### config.mk
export PLATFORM = sky130hd
export DESIGN_NAME = crc5_frame_ctrl_flat
export DESIGN_NICKNAME = d
export VERILOG_FILES = /design/src/rtl/crc5_frame_ctrl_if.sv /design/src/rtl/crc5_frame_ctrl.sv /design/src/flat_wrapper.sv
export SDC_FILE = /design/constraint.sdc
export NUM_CORES = 1
export LEC_CHECK = 0
export ABC_CLOCK_PERIOD_IN_PS = 1500
export BUFFER_PORTS_ARGS = -buffer_cell sky130_fd_sc_hd__buf_2
export CAP_MARGIN = 5
export CORE_MARGIN = 5
export CORE_UTILIZATION = 30
export CTS_CLUSTER_DIAMETER = 60
export DETAILED_ROUTE_END_ITERATION = 8
export GPL_TIMING_DRIVEN = 0
export PLACE_DENSITY = 0.52
export SYNTH_ARGS = -nofsm -noshare
export SYNTH_HDL_FRONTEND = slang
export SYNTH_SLANG_ARGS = --single-unit
### constraint.sdc
create_clock -name clk -period 1.5 [get_ports clk]
set_input_delay 0 -clock clk [delete_from_list [all_inputs] [get_ports clk]]
set_output_delay 0 -clock clk [all_outputs]
set_load 0.03 [all_outputs]
### src/rtl/crc5_frame_ctrl_if.sv
// Frame-check handshake between the bit decoder / command parser (master)
// and the CRC-5 frame controller (slave).
interface crc5_frame_ctrl_if #(
   parameter int LEN_W = 6
);
   logic             start;
   logic [LEN_W-1:0] len_in;
   logic             abort;
   logic             bit_valid;
   logic             bit_in;
   logic             busy;
   logic             done;
   logic             crc_ok;
   logic             crc_err;
   logic [1:0]       err_code;
   logic [LEN_W-1:0] bit_count;
   logic [4:0]       crc_val;

   modport master (
      output start, len_in, abort, bit_valid, bit_in,
      input  busy, done, crc_ok, crc_err, err_code, bit_count, crc_val
   );

   modport slave (
      input  start, len_in, abort, bit_valid, bit_in,
      output busy, done, crc_ok, crc_err, err_code, bit_count, crc_val
   );
endinterface

### src/rtl/crc5_frame_ctrl.sv
// CRC-5 (x^5+x^3+1) check sequencer for one received command frame at a time.
//
//   state | meaning
//   ------+-----------------------------------------------------------
//   IDLE  | waiting for start; verdict flags from last frame held
//   ARM   | preset CRC register to 01001
//   RUN   | waiting for the next bit_valid strobe
//   GAP   | one-cycle rate guard after each bit; overrun if a bit arrives
//   CHECK | evaluate residue once all bits are in
//   DONE  | done pulse; verdict valid
module crc5_frame_ctrl #(
   parameter int LEN_W   = 6,
   parameter int MIN_LEN = 6
) (
   input  logic             clk,
   input  logic             reset_n,
   crc5_frame_ctrl_if.slave bus
);

   typedef enum logic [2:0] {
      S_IDLE  = 3'd0,
      S_ARM   = 3'd1,
      S_RUN   = 3'd2,
      S_GAP   = 3'd3,
      S_CHECK = 3'd4,
      S_DONE  = 3'd5
   } state_t;

   localparam logic [4:0]       CRC_PRESET = 5'b01001;
   localparam logic [LEN_W-1:0] MIN_LEN_L  = LEN_W'(MIN_LEN);
   localparam logic [LEN_W-1:0] ZERO_LEN   = '0;
   localparam logic [1:0]       ERR_NONE   = 2'b00;
   localparam logic [1:0]       ERR_RES    = 2'b01;
   localparam logic [1:0]       ERR_LEN    = 2'b10;
   localparam logic [1:0]       ERR_OVR    = 2'b11;

   state_t           state_q, state_d;
   logic [4:0]       crc_q, crc_d;
   logic [LEN_W-1:0] cnt_q, cnt_d;
   logic [LEN_W-1:0] rem_q, rem_d;
   logic             ok_q, ok_d;
   logic             err_q, err_d;
   logic [1:0]       code_q, code_d;
   logic             fb;
   logic [4:0]       crc_shift;

   assign fb        = bus.bit_in ^ crc_q[4];
   assign crc_shift = {crc_q[3], crc_q[2] ^ fb, crc_q[1], crc_q[0], fb};

   always_ff @(posedge clk or negedge reset_n) begin
      if (!reset_n) begin
         state_q <= S_IDLE;
         crc_q   <= CRC_PRESET;
         cnt_q   <= '0;
         rem_q   <= '0;
         ok_q    <= 1'b0;
         err_q   <= 1'b0;
         code_q  <= ERR_NONE;
      end else begin
         state_q <= state_d;
         crc_q   <= crc_d;
         cnt_q   <= cnt_d;
         rem_q   <= rem_d;
         ok_q    <= ok_d;
         err_q   <= err_d;
         code_q  <= code_d;
      end
   end

   // rem_q counts down the bits still owed; terminal count selects CHECK.
   always_comb begin
      state_d = state_q;
      crc_d   = crc_q;
      cnt_d   = cnt_q;
      rem_d   = rem_q;
      ok_d    = ok_q;
      err_d   = err_q;
      code_d  = code_q;

      if (bus.abort) begin
         state_d = S_IDLE;
         crc_d   = CRC_PRESET;
         cnt_d   = '0;
         rem_d   = '0;
         ok_d    = 1'b0;
         err_d   = 1'b0;
         code_d  = ERR_NONE;
      end else begin
         unique case (state_q)
            S_IDLE: begin
               if (bus.start) begin
                  ok_d  = 1'b0;
                  cnt_d = '0;
                  if (bus.len_in >= MIN_LEN_L) begin
                     state_d = S_ARM;
                     rem_d   = bus.len_in;
                     err_d   = 1'b0;
                     code_d  = ERR_NONE;
                  end else begin
                     state_d = S_DONE;
                     rem_d   = '0;
                     err_d   = 1'b1;
                     code_d  = ERR_LEN;
                  end
               end
            end
            S_ARM: begin
               crc_d   = CRC_PRESET;
               state_d = S_RUN;
            end
            S_RUN: begin
               if (bus.bit_valid) begin
                  crc_d   = crc_shift;
                  cnt_d   = cnt_q + 1'b1;
                  rem_d   = rem_q - 1'b1;
                  state_d = S_GAP;
               end
            end
            S_GAP: begin
               if (bus.bit_valid) begin
                  state_d = S_DONE;
                  err_d   = 1'b1;
                  code_d  = ERR_OVR;
               end else if (rem_q == ZERO_LEN) begin
                  state_d = S_CHECK;
               end else begin
                  state_d = S_RUN;
               end
            end
            S_CHECK: begin
               if (crc_q == 5'b00000) begin
                  ok_d = 1'b1;
               end else begin
                  err_d  = 1'b1;
                  code_d = ERR_RES;
               end
               state_d = S_DONE;
            end
            S_DONE: begin
               state_d = S_IDLE;
            end
            default: begin
               state_d = S_IDLE;
            end
         endcase
      end
   end

   assign bus.busy      = (state_q != S_IDLE);
   assign bus.done      = (state_q == S_DONE);
   assign bus.crc_ok    = ok_q;
   assign bus.crc_err   = err_q;
   assign bus.err_code  = code_q;
   assign bus.bit_count = cnt_q;
   assign bus.crc_val   = crc_q;

endmodule

### src/flat_wrapper.sv
// flat-port wrapper written by rule: the top's interface ports become plain ports
module crc5_frame_ctrl_flat 
#(
   parameter int LEN_W   = 6,
   parameter int MIN_LEN = 6
)
  (clk, reset_n, bus_start, bus_len_in, bus_abort, bus_bit_valid, bus_bit_in, bus_busy, bus_done, bus_crc_ok, bus_crc_err, bus_err_code, bus_bit_count, bus_crc_val);
  crc5_frame_ctrl_if #(.LEN_W(LEN_W)) bus_i ();
  input  logic clk;
  input  logic reset_n;
  input wire logic [$bits(bus_i.start)-1:0] bus_start;
  input wire logic [$bits(bus_i.len_in)-1:0] bus_len_in;
  input wire logic [$bits(bus_i.abort)-1:0] bus_abort;
  input wire logic [$bits(bus_i.bit_valid)-1:0] bus_bit_valid;
  input wire logic [$bits(bus_i.bit_in)-1:0] bus_bit_in;
  output wire logic [$bits(bus_i.busy)-1:0] bus_busy;
  output wire logic [$bits(bus_i.done)-1:0] bus_done;
  output wire logic [$bits(bus_i.crc_ok)-1:0] bus_crc_ok;
  output wire logic [$bits(bus_i.crc_err)-1:0] bus_crc_err;
  output wire logic [$bits(bus_i.err_code)-1:0] bus_err_code;
  output wire logic [$bits(bus_i.bit_count)-1:0] bus_bit_count;
  output wire logic [$bits(bus_i.crc_val)-1:0] bus_crc_val;
  assign bus_i.start = bus_start;
  assign bus_i.len_in = bus_len_in;
  assign bus_i.abort = bus_abort;
  assign bus_i.bit_valid = bus_bit_valid;
  assign bus_i.bit_in = bus_bit_in;
  assign bus_busy = bus_i.busy;
  assign bus_done = bus_i.done;
  assign bus_crc_ok = bus_i.crc_ok;
  assign bus_crc_err = bus_i.crc_err;
  assign bus_err_code = bus_i.err_code;
  assign bus_bit_count = bus_i.bit_count;
  assign bus_crc_val = bus_i.crc_val;
  crc5_frame_ctrl #(.LEN_W(LEN_W), .MIN_LEN(MIN_LEN)) u_core (.clk(clk), .reset_n(reset_n), .bus(bus_i));
endmodule
==> impl_metrics.tcl, run 1 <==
set metrics [dict create \
    status "finished, violations left" \
    violations "negative setup slack" \
    dieArea_mm2 0.00610 \
    p_sw_share_pct 36.1 \
    tightest_slew_ns 0.691 \
    ir_worst_vdd_v 0.000436 \
    synth_warnings 0 \
    area_delta_synth_final_pct 44.3 \
    h-tree-depth 1 \
    async_reset_ff_share_pct 100 \
    p_int_uw 1380 \
    final_cell_mix "27 x buf_2, 18 x dfrtp_1, 12 x nand2_1" \
    clock.fmax_ghz 0.626 \
    overflow 0 \
    grtUsageTotal_pct 12.5 \
    wl_met1_um 1880 \
    hp-class "input pin to flip-flop" \
    crit_arrival_ns 1.81 \
    die_h_um 78.1 \
    power.leakage_uw 0.000927 \
    path_clk_slew_ns 0.09 \
    routabilityCongestion 0.803 \
    numCtsBuffers 3 \
    min_period_ns 1.60 \
    cts_sinks 24 \
    clock_skew_ns 0.00655 \
    post-route-drc-count 0 \
    synth-edff-count 0 \
    final_common_cell "buf_2" \
    rsz0062_at_grt "yes" \
    start_util_pct 31.5 \
    critPathMaxFanout 8 \
    critPathLaunchType "flip-flop" \
    antenna_found_initial 0 \
    synthesis.nets 171 \
    die_w_um 78.1 \
    grt_pass1_wl_um 6430 \
    max_slew_margin_pct 53.9 \
    ys_seq_area_share_pct 43.3 \
    clock_path_buffers 2 \
    power_switching_uw 783 \
    fin_area_mm2 0.00201 \
    drt_first_pass_iters 4 \
    cap_violations 0 \
    vias_per_cell 5.33 \
    synth_ff_type "dfrtp_1" \
    grt_start_max_net_pins 25 \
    layout-drive-gt1-share_pct 44.3 \
    holdWs_ns 0.0548 \
    p_seq_share_pct 36.2 \
    drtIter0Drc 110 \
    dpl_cell_area_mm2 0.00163 \
    rows 24 \
    finalHoldViolations 0 \
    endpoint_kind "flip-flop" \
    synth_area_mm2 0.00139 \
    wl_met2_um 1770 \
    pwr-share-clk_pct 21.0 \
    yosysTopAreaCellShare_pct 39.5 \
    comb_power_share_pct 42.8 \
    fin_util_pct 45.5 \
    setup_violations 15 \
    period_share_pct 107 \
    slew_violations 0 \
    power_density_mw_per_mm2 1080 \
    yosys_register_bits 24 \
    syn_inst 156 \
    diodes 0 \
    drtAntennaViolNets 0 \
    stdcell_count 255 \
    clk_latency_ns 0.27 \
    dp.final_hpwl_um 2690 \
    crit_type "flip-flop to flip-flop" \
    layout.nets 219 \
    root_buffer "clkbuf_8" \
    worstPathRequired_ns 1.71 \
    highest_layer "met4" \
    synth_area_leaders "dfrtp_1 40%, o21ai_0 5.4%, a21oi_1 5.0%" \
    synth.avg_cell_area_um2 8.93 \
    grt_pass1_vias 1428 \
    dp.cells 236 \
    routed_wl_um 3940 \
    io_buffer_count 28 \
    vias 1359 \
    wl_met3_um 264 \
    yosys.area.top_type "dfrtp_1" \
    core_area_mm2 0.00441 \
    wl_per_cell_um 15.5 \
    ys_types 37 \
    worst_slack_ns -0.0978 \
    ios 29 \
    cts_tree "built" \
]
## worst max-delay path, cell delays in order, from the launching register on
cell,delay [ns]
dfrtp_1,0.40
buf_6,0.14
or4b_4,0.50
or4_4,0.43
nand3_2,0.07
## what timing repair did
action	4_1_cts	5_1_grt
setup endpoints to repair	19	25
gates cloned	0	1
endpoints found under the hold margin	22	0
buffers inserted	7	7
pin swaps	2	6
resized for setup	5	42
hold buffers	1	0
## state kept, by name, summed over array words and instances, names as in the netlist
| register | count |
|---|---|
| u_core.rem_q | 6 |
| u_core.bus.err_code | 2 |
| u_core.bus.crc_ok | 1 |
| u_core.bus.crc_err | 1 |
| u_core.bus.bit_count | 6 |
| u_core.bus.crc_val | 5 |
| u_core.state_q | 3 |
## Yosys cell counts, types with 2 or more instances
| cell | instances |
|---|---|
| a31oi_1 | 2 |
| and3_1 | 2 |
| ha_1 | 3 |
| clkbuf_1 | 3 |
| buf_2 | 3 |
| dfrtp_1 | 22 |
| inv_1 | 9 |
| a21oi_1 | 14 |
| nand2b_1 | 5 |
| a221oi_1 | 2 |
| nor2b_1 | 2 |
| nand2_1 | 14 |
| a211oi_1 | 2 |
| o21ai_0 | 15 |
| mux2_2 | 6 |
| nor2_1 | 15 |
| o21a_1 | 2 |
| nor3_1 | 2 |
| dfstp_2 | 2 |
| o31ai_1 | 4 |
| mux2i_1 | 4 |
| nand3_1 | 7 |
| xnor2_1 | 2 |
## layer usage
| metal | global-route usage, % | up-vias |
|---|---|---|
| met4 | 4.22 | 0 |
| met1 | 17.1 | 662 |
| met5 | 0 | - |
| met2 | 19.3 | 48 |
| li1 | - | 645 |
| met3 | 3.20 | 4 |
## worst paths after layout
path	startpoint	end	slack (ns)	cells past startpoint
max in group asynchronous	reset_n	u_core.bus.crc_val[2]	0.85	2
min in group asynchronous	reset_n	u_core.rem_q[3]	0.24	2
setup / recovery	u_core.state_q[0]	u_core.bus.bit_count[4]	-0.1	4
hold reg to reg	u_core.bus.bit_count[5]	u_core.bus.bit_count[5]	0.49	1
hold / removal	bus_len_in[2]	u_core.rem_q[2]	0.05	3
setup reg to reg	u_core.state_q[0]	u_core.bus.bit_count[4]	-0.1	4
## power by group through the flow
stage,Clock [uW],Combinational [uW],Sequential (uW)
after floorplan,0,428,830
after global placement,0,633,789
after detailed placement,0,646,793
after CTS,461,721,781
after global routing,501,1000,797
final,455,927,785
## cell type report
cell class,count,area (um2)
Buffer,7,82.6
Clock buffer,4,55.1
Fill cell,430,2400
Inverter,9,33.8
Multi-Input combinational cell,115,850
Sequential cell,24,608
Tap cell,52,65.1
Timing Repair Buffer,44,315
## stage by stage
stage               power, uW  setup slack, ns  setup TNS (ns)
CTS                      1960           -0.130           -1.54
global placement         1420           -0.192           -2.56
global route             2300           -0.163           -2.02
finish                   2170          -0.0978          -0.752
floorplan                1260          -0.0383          -0.149
detailed placement       1440           -0.247           -3.16
## kinds of logic after synthesis
group / Yosys count / share of synthesized area, %
AO/OA/AOI/OAI: 46 / 20.3
multiplexers: 10 / 7.73
buffers and inverters: 17 / 5.66
XOR/XNOR: 2 / 1.26
adder cells (fa/ha/maj): 3 / 2.70
AND/OR/NAND/NOR: 54 / 19.0
flip-flops: 24 / 43.3
(Power assumes the default switching activity.)
==> run 2: changes to the inputs <==
--- a/config.mk
+++ b/config.mk
@@ -13,7 +13,6 @@
 export CTS_CLUSTER_DIAMETER = 60
 export DETAILED_ROUTE_END_ITERATION = 8
 export GPL_TIMING_DRIVEN = 0
-export PLACE_DENSITY = 0.52
 export SYNTH_ARGS = -nofsm -noshare
 export SYNTH_HDL_FRONTEND = slang
 export SYNTH_SLANG_ARGS = --single-unit
==> impl_metrics.tcl, run 2 (synthesis gave the netlist of run 1 again) <==
set metrics [dict create \
    fin_tns_setup_ns -0.401 \
    violations "negative setup slack" \
    numCtsBuffers 3 \
    overflow 0 \
    die_w_um 78.1 \
    vias 1322 \
    endpoint_kind "flip-flop" \
    routed_wl_um 3670 \
    crit_arrival_ns 1.81 \
    dieArea_mm2 0.00610 \
    wl_per_cell_um 14.7 \
    worst_slack_ns -0.0913 \
    ir_worst_vdd_v 0.000686 \
    tightest_slew_ns 0.648 \
    min_period_ns 1.59 \
    cts_sinks 24 \
    dp.final_hpwl_um 2550 \
    finalHoldViolations 0 \
    area_delta_synth_final_pct 36.6 \
    io_buffer_count 28 \
    reg2reg_depth 4 \
    layout.nets 214 \
    max_slew_margin_pct 56.7 \
    start_util_pct 31.5 \
    final_cell_mix "27 x buf_2, 18 x dfrtp_1, 13 x nand2_1" \
    stdcell_count 250 \
    root_buffer "clkbuf_8" \
    routabilityCongestion 0.799 \
    clk_latency_ns 0.28 \
    h-tree-depth 1 \
    period_share_pct 106 \
    slew_violations 0 \
    power_density_mw_per_mm2 1060 \
    layout-drive-gt1-share_pct 41.4 \
    final_common_cell "buf_2" \
    grt_pass1_wl_um 6270 \
    path_clk_slew_ns 0.09 \
    die_h_um 78.1 \
    post-route-drc-count 0 \
    drt_first_pass_iters 4 \
    grt_pass1_vias 1335 \
    rows 24 \
    drtAntennaViolNets 0 \
    power.leakage_uw 0.000860 \
    cap_violations 0 \
    hold_path_depth 3 \
    crit_type "flip-flop to flip-flop" \
    clock_skew_ns 0.00828 \
    fin_area_mm2 0.00190 \
    vias_per_cell 5.29 \
    clock_path_buffers 2 \
    ios 29 \
    critPathMaxFanout 6 \
    grtUsageTotal_pct 12.5 \
    dpl_cell_area_mm2 0.00163 \
    worstPathRequired_ns 1.72 \
    diodes 0 \
    status "finished, violations left" \
    dp.cells 236 \
    clock.fmax_ghz 0.628 \
    cts_tree "built" \
    hp-class "input pin to flip-flop" \
    setup_violations 10 \
    antenna_found_initial 0 \
    rsz0062_at_grt "yes" \
    drtIter0Drc 112 \
    fillCellCount 422 \
    core_area_mm2 0.00441 \
    critPathLaunchType "flip-flop" \
    grt_start_max_net_pins 25 \
]
## run 2: cell types whose count changed in the layout (fill, tap and decap cells not counted), sizes merged
| cell | before | now |
|---|---|---|
| buf | 48 | 43 |
## run 2: per-stage QoR
step | hold WS (ns) | total power, uW | worst slack, ns | util [%]
2_1_floorplan | -0.296 | 1260 | -0.0383 | -
3_3_place_gp | 0.0233 | 1430 | -0.193 | 37.0
3_5_place_dp | 0.0309 | 1430 | -0.188 | 37.0
4_1_cts | 0.0154 | 1970 | -0.115 | 41.5
5_1_grt | 0.0233 | 2150 | -0.142 | 43.1
6_report | 0.0166 | 2020 | -0.0913 | 43.1
## run 2: area by class of cell
| class | instances | area (um2) | area share (%) |
|---|---|---|---|
| clock buffers | 4 | 45.0 | 2.37 |
| flip-flops and latches | 24 | 608 | 32.0 |
| inverters | 9 | 33.8 | 1.78 |
| well taps | 52 | 65.1 | 3.42 |
| multi-input cells | 115 | 842 | 44.3 |
| plain buffers | 7 | 63.8 | 3.36 |
| repair buffers | 39 | 244 | 12.8 |
## run 2: where the power goes
group          leakage (uW)  internal, uW  total (uW)  switching (uW)
clock network     0.0000228           190         405             215
logic              0.000525           359         826             467
registers          0.000312           725         790            65.3
total              0.000860          1270        2020             747
## run 2: worst paths after layout
path,start,end,slack (ns)
setup / recovery,u_core.state_q[0],u_core.bus.bit_count[4],-0.09
hold / removal,bus_len_in[0],u_core.rem_q[0],0.02
setup reg to reg,u_core.state_q[0],u_core.bus.bit_count[4],-0.09
hold reg to reg,u_core.bus.bit_count[5],u_core.bus.bit_count[5],0.48
max in group asynchronous,reset_n,u_core.state_q[2],0.87
min in group asynchronous,reset_n,u_core.bus.bit_count[1],0.24
## run 2: routing by layer
metal	up-vias	wire (um)	global-route usage [%]
li1	641	-	-
met1	640	1710	17.0
met2	36	1760	19.5
met3	5	146	3.20
met4	0	44	3.89
met5	-	0	0
## run 2: timing repair
item,in CTS,in global routing
setup buffers,8,1
gates resized for setup,22,23
hold buffers,1,0
cloned,1,0
pin swaps,5,8
endpoints found under the setup margin,19,23
hold endpoints to repair,22,0
## run 2: critical path: stages (launching register included)
cell	delay, ns
dfrtp_1	0.39
buf_6	0.14
or4b_4	0.51
or4_4	0.43
nand3_2	0.07
